File: src/rtl/io_ccff_loader.sv
// io_ccff_loader: feeds bitstream words serially into a tile's configuration
// chain. It can also recirculate the chain through itself to check a
// ones-count signature without disturbing the chain contents.
module io_ccff_loader #(
  parameter int CHAIN_LEN = 8,
  parameter int WORD_W    = 8
) (
  input  logic              prog_clk,
  input  logic              prog_reset,
  input  logic              start,
  input  logic              readback_req,
  input  logic [WORD_W-1:0] cfg_data,
  input  logic              cfg_valid,
  output logic              cfg_ready,
  output logic              ccff_head,
  output logic              chain_en,
  input  logic              ccff_tail,
  output logic              busy,
  output logic              done,
  output logic              error,
  output logic              loaded
);

  localparam int CW = $clog2(CHAIN_LEN + 1);
  localparam logic [CW-1:0] LEN_C = CW'(CHAIN_LEN);
  // A word can never carry more useful bits than the whole chain holds.
  localparam logic [CW-1:0] WW_C  = CW'((WORD_W > CHAIN_LEN) ? CHAIN_LEN : WORD_W);
  localparam logic [CW-1:0] ONE_C = CW'(1);

  typedef enum logic [2:0] {S_IDLE, S_FETCH, S_SHIFT, S_READBACK, S_DONE} state_t;

  state_t            state_q, state_d;
  logic [WORD_W-1:0] shreg_q, shreg_d;
  logic [CW-1:0]     wbits_q, wbits_d;   // bits left in the current word
  logic [CW-1:0]     rem_q, rem_d;       // bits left in the whole load
  logic [CW-1:0]     sig_q, sig_d;       // ones shifted in during the last load
  logic [CW-1:0]     rbcnt_q, rbcnt_d;   // ones seen at the tail during readback
  logic [CW-1:0]     bitcnt_q, bitcnt_d; // readback cycles remaining
  logic              err_q, err_d;
  logic              loaded_q, loaded_d;

  // State and datapath registers with synchronous reset.
  always_ff @(posedge prog_clk) begin
    if (prog_reset) begin
      state_q  <= S_IDLE;
      shreg_q  <= '0;
      wbits_q  <= '0;
      rem_q    <= '0;
      sig_q    <= '0;
      rbcnt_q  <= '0;
      bitcnt_q <= '0;
      err_q    <= 1'b0;
      loaded_q <= 1'b0;
    end else begin
      state_q  <= state_d;
      shreg_q  <= shreg_d;
      wbits_q  <= wbits_d;
      rem_q    <= rem_d;
      sig_q    <= sig_d;
      rbcnt_q  <= rbcnt_d;
      bitcnt_q <= bitcnt_d;
      err_q    <= err_d;
      loaded_q <= loaded_d;
    end
  end

  // Next-state logic for the load / readback sequencer.
  always_comb begin
    state_d  = state_q;
    shreg_d  = shreg_q;
    wbits_d  = wbits_q;
    rem_d    = rem_q;
    sig_d    = sig_q;
    rbcnt_d  = rbcnt_q;
    bitcnt_d = bitcnt_q;
    err_d    = err_q;
    loaded_d = loaded_q;
    case (state_q)
      S_IDLE: begin
        if (start) begin
          err_d   = 1'b0;
          sig_d   = '0;
          rem_d   = LEN_C;
          state_d = S_FETCH;
        end else if (readback_req) begin
          if (loaded_q) begin
            err_d    = 1'b0;
            bitcnt_d = LEN_C;
            rbcnt_d  = '0;
            state_d  = S_READBACK;
          end else begin
            // Nothing to compare against: flag it immediately.
            err_d   = 1'b1;
            state_d = S_DONE;
          end
        end
      end
      S_FETCH: begin
        if (cfg_valid) begin
          shreg_d = cfg_data;
          wbits_d = (rem_q < WW_C) ? rem_q : WW_C;
          state_d = S_SHIFT;
        end
      end
      S_SHIFT: begin
        shreg_d = shreg_q >> 1;
        wbits_d = wbits_q - ONE_C;
        rem_d   = rem_q - ONE_C;
        sig_d   = sig_q + CW'(shreg_q[0]);
        if (wbits_q == ONE_C) begin
          if (rem_q == ONE_C) begin
            loaded_d = 1'b1;
            state_d  = S_DONE;
          end else begin
            state_d = S_FETCH;
          end
        end
      end
      S_READBACK: begin
        rbcnt_d  = rbcnt_q + CW'(ccff_tail);
        bitcnt_d = bitcnt_q - ONE_C;
        if (bitcnt_q == ONE_C) begin
          err_d   = (rbcnt_d != sig_q);
          state_d = S_DONE;
        end
      end
      S_DONE:  state_d = S_IDLE;
      default: state_d = S_IDLE;
    endcase
  end

  assign cfg_ready = (state_q == S_FETCH);
  assign chain_en  = (state_q == S_SHIFT) || (state_q == S_READBACK);
  assign busy      = (state_q != S_IDLE);
  assign done      = (state_q == S_DONE);
  assign error     = err_q;
  assign loaded    = loaded_q;
  // Readback closes the ring combinationally so it stays CHAIN_LEN long.
  assign ccff_head = (state_q == S_READBACK) ? ccff_tail
                                             : ((state_q == S_SHIFT) & shreg_q[0]);

endmodule

File: config.mk
export PLATFORM = sky130hd
export DESIGN_NAME = io_ccff_loader
export DESIGN_NICKNAME = d
export VERILOG_FILES = /design/src/rtl/io_ccff_loader.sv
export SDC_FILE = /design/constraint.sdc
export NUM_CORES = 1
export LEC_CHECK = 0
export BUFFER_PORTS_ARGS = -buffer_cell sky130_fd_sc_hd__buf_2
export CORE_UTILIZATION = 52
export DETAILED_ROUTE_END_ITERATION = 10
export PLACE_DENSITY_LB_ADDON = 0.12
export SLEW_MARGIN = 20
export SYNTH_ARGS = -nofsm -noshare
export SYNTH_HDL_FRONTEND = slang
export SYNTH_SLANG_ARGS = --single-unit
File: constraint.sdc
create_clock -name prog_clk -period 3 [get_ports prog_clk]
set_input_delay 0.6 -clock prog_clk [delete_from_list [all_inputs] [get_ports prog_clk]]
set_output_delay 0.6 -clock prog_clk [all_outputs]
set_load 0.01 [all_outputs]
==> run summary <==
worst reg2reg path endpoint = state_q[0]
FMAX = 415 MHz
nets = 258
TritonCTS Buffers = 5
# fillers = 322
most frequent cells in the layout = dfxtp_1 (33), nor2_1 (30), a21oi_1 (21)
DRT Wirelength = 4.02 mm
via count = 1640
TritonCTS clock tree = done
GRT overflow = 0
# diodes = 0
first drt pass iteration count = 4
vias in the first global route = 1483
# IOs = 21
R2R depth = 4
Hold Vio Cnt, Final = 0
hold path startpoint = shreg_q[4]
RD Place Congestion = 0.830
CP max FO = 24
Post-synth EDFFs = 0
Syn Area/Cell = 8.36 sq um
largest net degree at the start of global routing = 25
kind of critical path = flop to output port
drt initial violations = 124
Seq cells post-synth = 33
Final setup viols = 0
worst-skew pair later-pin latency = 350 ps
Syn Nets = 243
Worst Hold Depth = 2
Yosys Warn Count = 0
Final min period = 2410 ps
synth-to-layout area growth = 8.07%
clock tree buffer depth = 2
Worst-Margin Slew = 811 ps
VDD IR max = 0.391 mV
die height = 61.3 microns
GRT Total Usage = 23.7%
Power Dens Cells = 771 mW/mm^2
drt wl/cell = 14.4 microns
htree depth = 2
Worst Path Arrival = 1810 ps
fraction of final layout cells sized beyond drive strength 1 = 14.1%
core area = 0.00336 sq mm
Post-synth top flop = dfxtp_1
dpl ws = 823 ps
Initial Util = 54.4%
Critical Path Sink Type = output port
CTS Root Cell = clkbuf_4
post-cts resize count = 0
CTS sink count = 33
LEAKAGE = 0.764 nW
status = complete, no violations
routed vias/inst = 5.86
DIE AREA = 0.00376 sq mm
RSZ-0062 raised after global routing = false
Cells after Synth = 219
row count = 21
fin crit share = 80.4%
fin worst setup slack = 588 ps
critical path data required time = 2400 ps
Port Buffer Count = 20
initial antenna violation count = 0
async set-reset flop share out of synthesis = 0%
Post CTS Setup Buffer Count = 0
max_cap viols = 0
# DRC = 0
Worst Setup Start Kind = flop
Detailed Place HPWL = 2.93 mm
CTS clk-pin slew, worst paths = 100 ps
fin. max-slew vios = 0
Clock Skew = 9.38 ps
Slew headroom = 45.7%
count of different cell masters after synthesis = 47
Post-DRT Antenna Nets = 0
register area share after synthesis = 36.1%
reg2reg setup slack = 810 ps
Cell Area, Synth = 0.00183 sq mm
final setup TNS = 0 ps
Hold Path End = shreg_q[4]
hold-fix buffer count after cts = 0
FF-to-FF Start = state_q[2]
worst hold slack = 480 ps
first-pass GRT wire length = 6.46 mm
most common cell after layout, fill and taps aside = dfxtp_1
worst min path class = flop to flop
die width = 61.3 microns
## routing by layer
metal / part of all wire [%] / GRT usage [%] / vias to the layer above / routed length (microns)
met2: 49 / 40.7 / 33 / 1980
li1: - / - / 826 / -
met1: 46 / 28.5 / 775 / 1830
met3: 3.6 / 6.93 / 6 / 145
met5: 0 / 0 / - / 0
met4: 1.6 / 7.62 / 0 / 64
## power by group
group	switching, W	total (W)	internal (W)
Clock	0.000151	0.000262	0.000111
Sequential	0.000134	0.000671	0.000537
Combinational	0.000350	0.000593	0.000243
Total	0.000635	0.00153	0.000891
## logic make-up after synthesis
logic type      synth area share [%]
mux                            0.547
compound gates                  22.2
fa+ha+maj                       6.84
flops                           36.1
buf+inv                         6.22
xor+xnor                        4.31
simple gates                    23.8
## how the worst max path moves through the flow
| stage | from | endpoint |
|---|---|---|
| detailed placement | state_q[2] | state_q[0] |
| floorplan | ccff_tail | error |
| CTS | state_q[2] | done |
| global placement | state_q[2] | state_q[0] |
| global route | state_q[2] | done |
| finish | state_q[2] | done |
## area by class of cell
type | count | area [sq um] | area share, %
multi-input combinational | 161 | 1060 | 53.4
tap | 46 | 57.6 | 2.91
inverter | 13 | 48.8 | 2.47
sequential | 33 | 661 | 33.4
timing repair buffer | 20 | 100 | 5.06
clock buffer | 7 | 55.1 | 2.78
## through the flow
step	cell area [sq um]	instances	utilization (%)	power (W)
floorplan	1830	219	-	0.00113
global placement	1920	273	57.2	0.00124
detailed placement	1920	273	57.2	0.00127
CTS	1980	280	58.8	0.00153
global route	1980	280	58.8	0.00164
finish	1980	280	58.8	0.00153
## critical path, cell delays in order, from the launching register on
cell	delay [ps]
dfxtp_1	800
inv_1	260
nor3_1	240
buf_2	160
## state kept, by name, indices dropped and copies added, names as in the netlist
register,flops
error,1
rem_q,4
rbcnt_q,4
state_q,3
bitcnt_q,4
shreg_q,8
loaded,1
wbits_q,4
sig_q,4
## synthesized netlist by cell type (all sizes together), types with 4 or more instances
library cell	n	area, sq um
nand3	5	25.0
buf	7	46.3
a21oi	22	114
dfxtp	33	661
or4	4	30.0
nor3	6	30.0
xnor2	8	70.1
ha	10	125
clkbuf	5	18.8
nor3b	5	42.5
nand2	11	41.3
o221ai	7	61.3
nor2	30	113
o21ai	8	40.0
inv	13	48.8
Note: power is estimated with default switching activity, not from simulation.
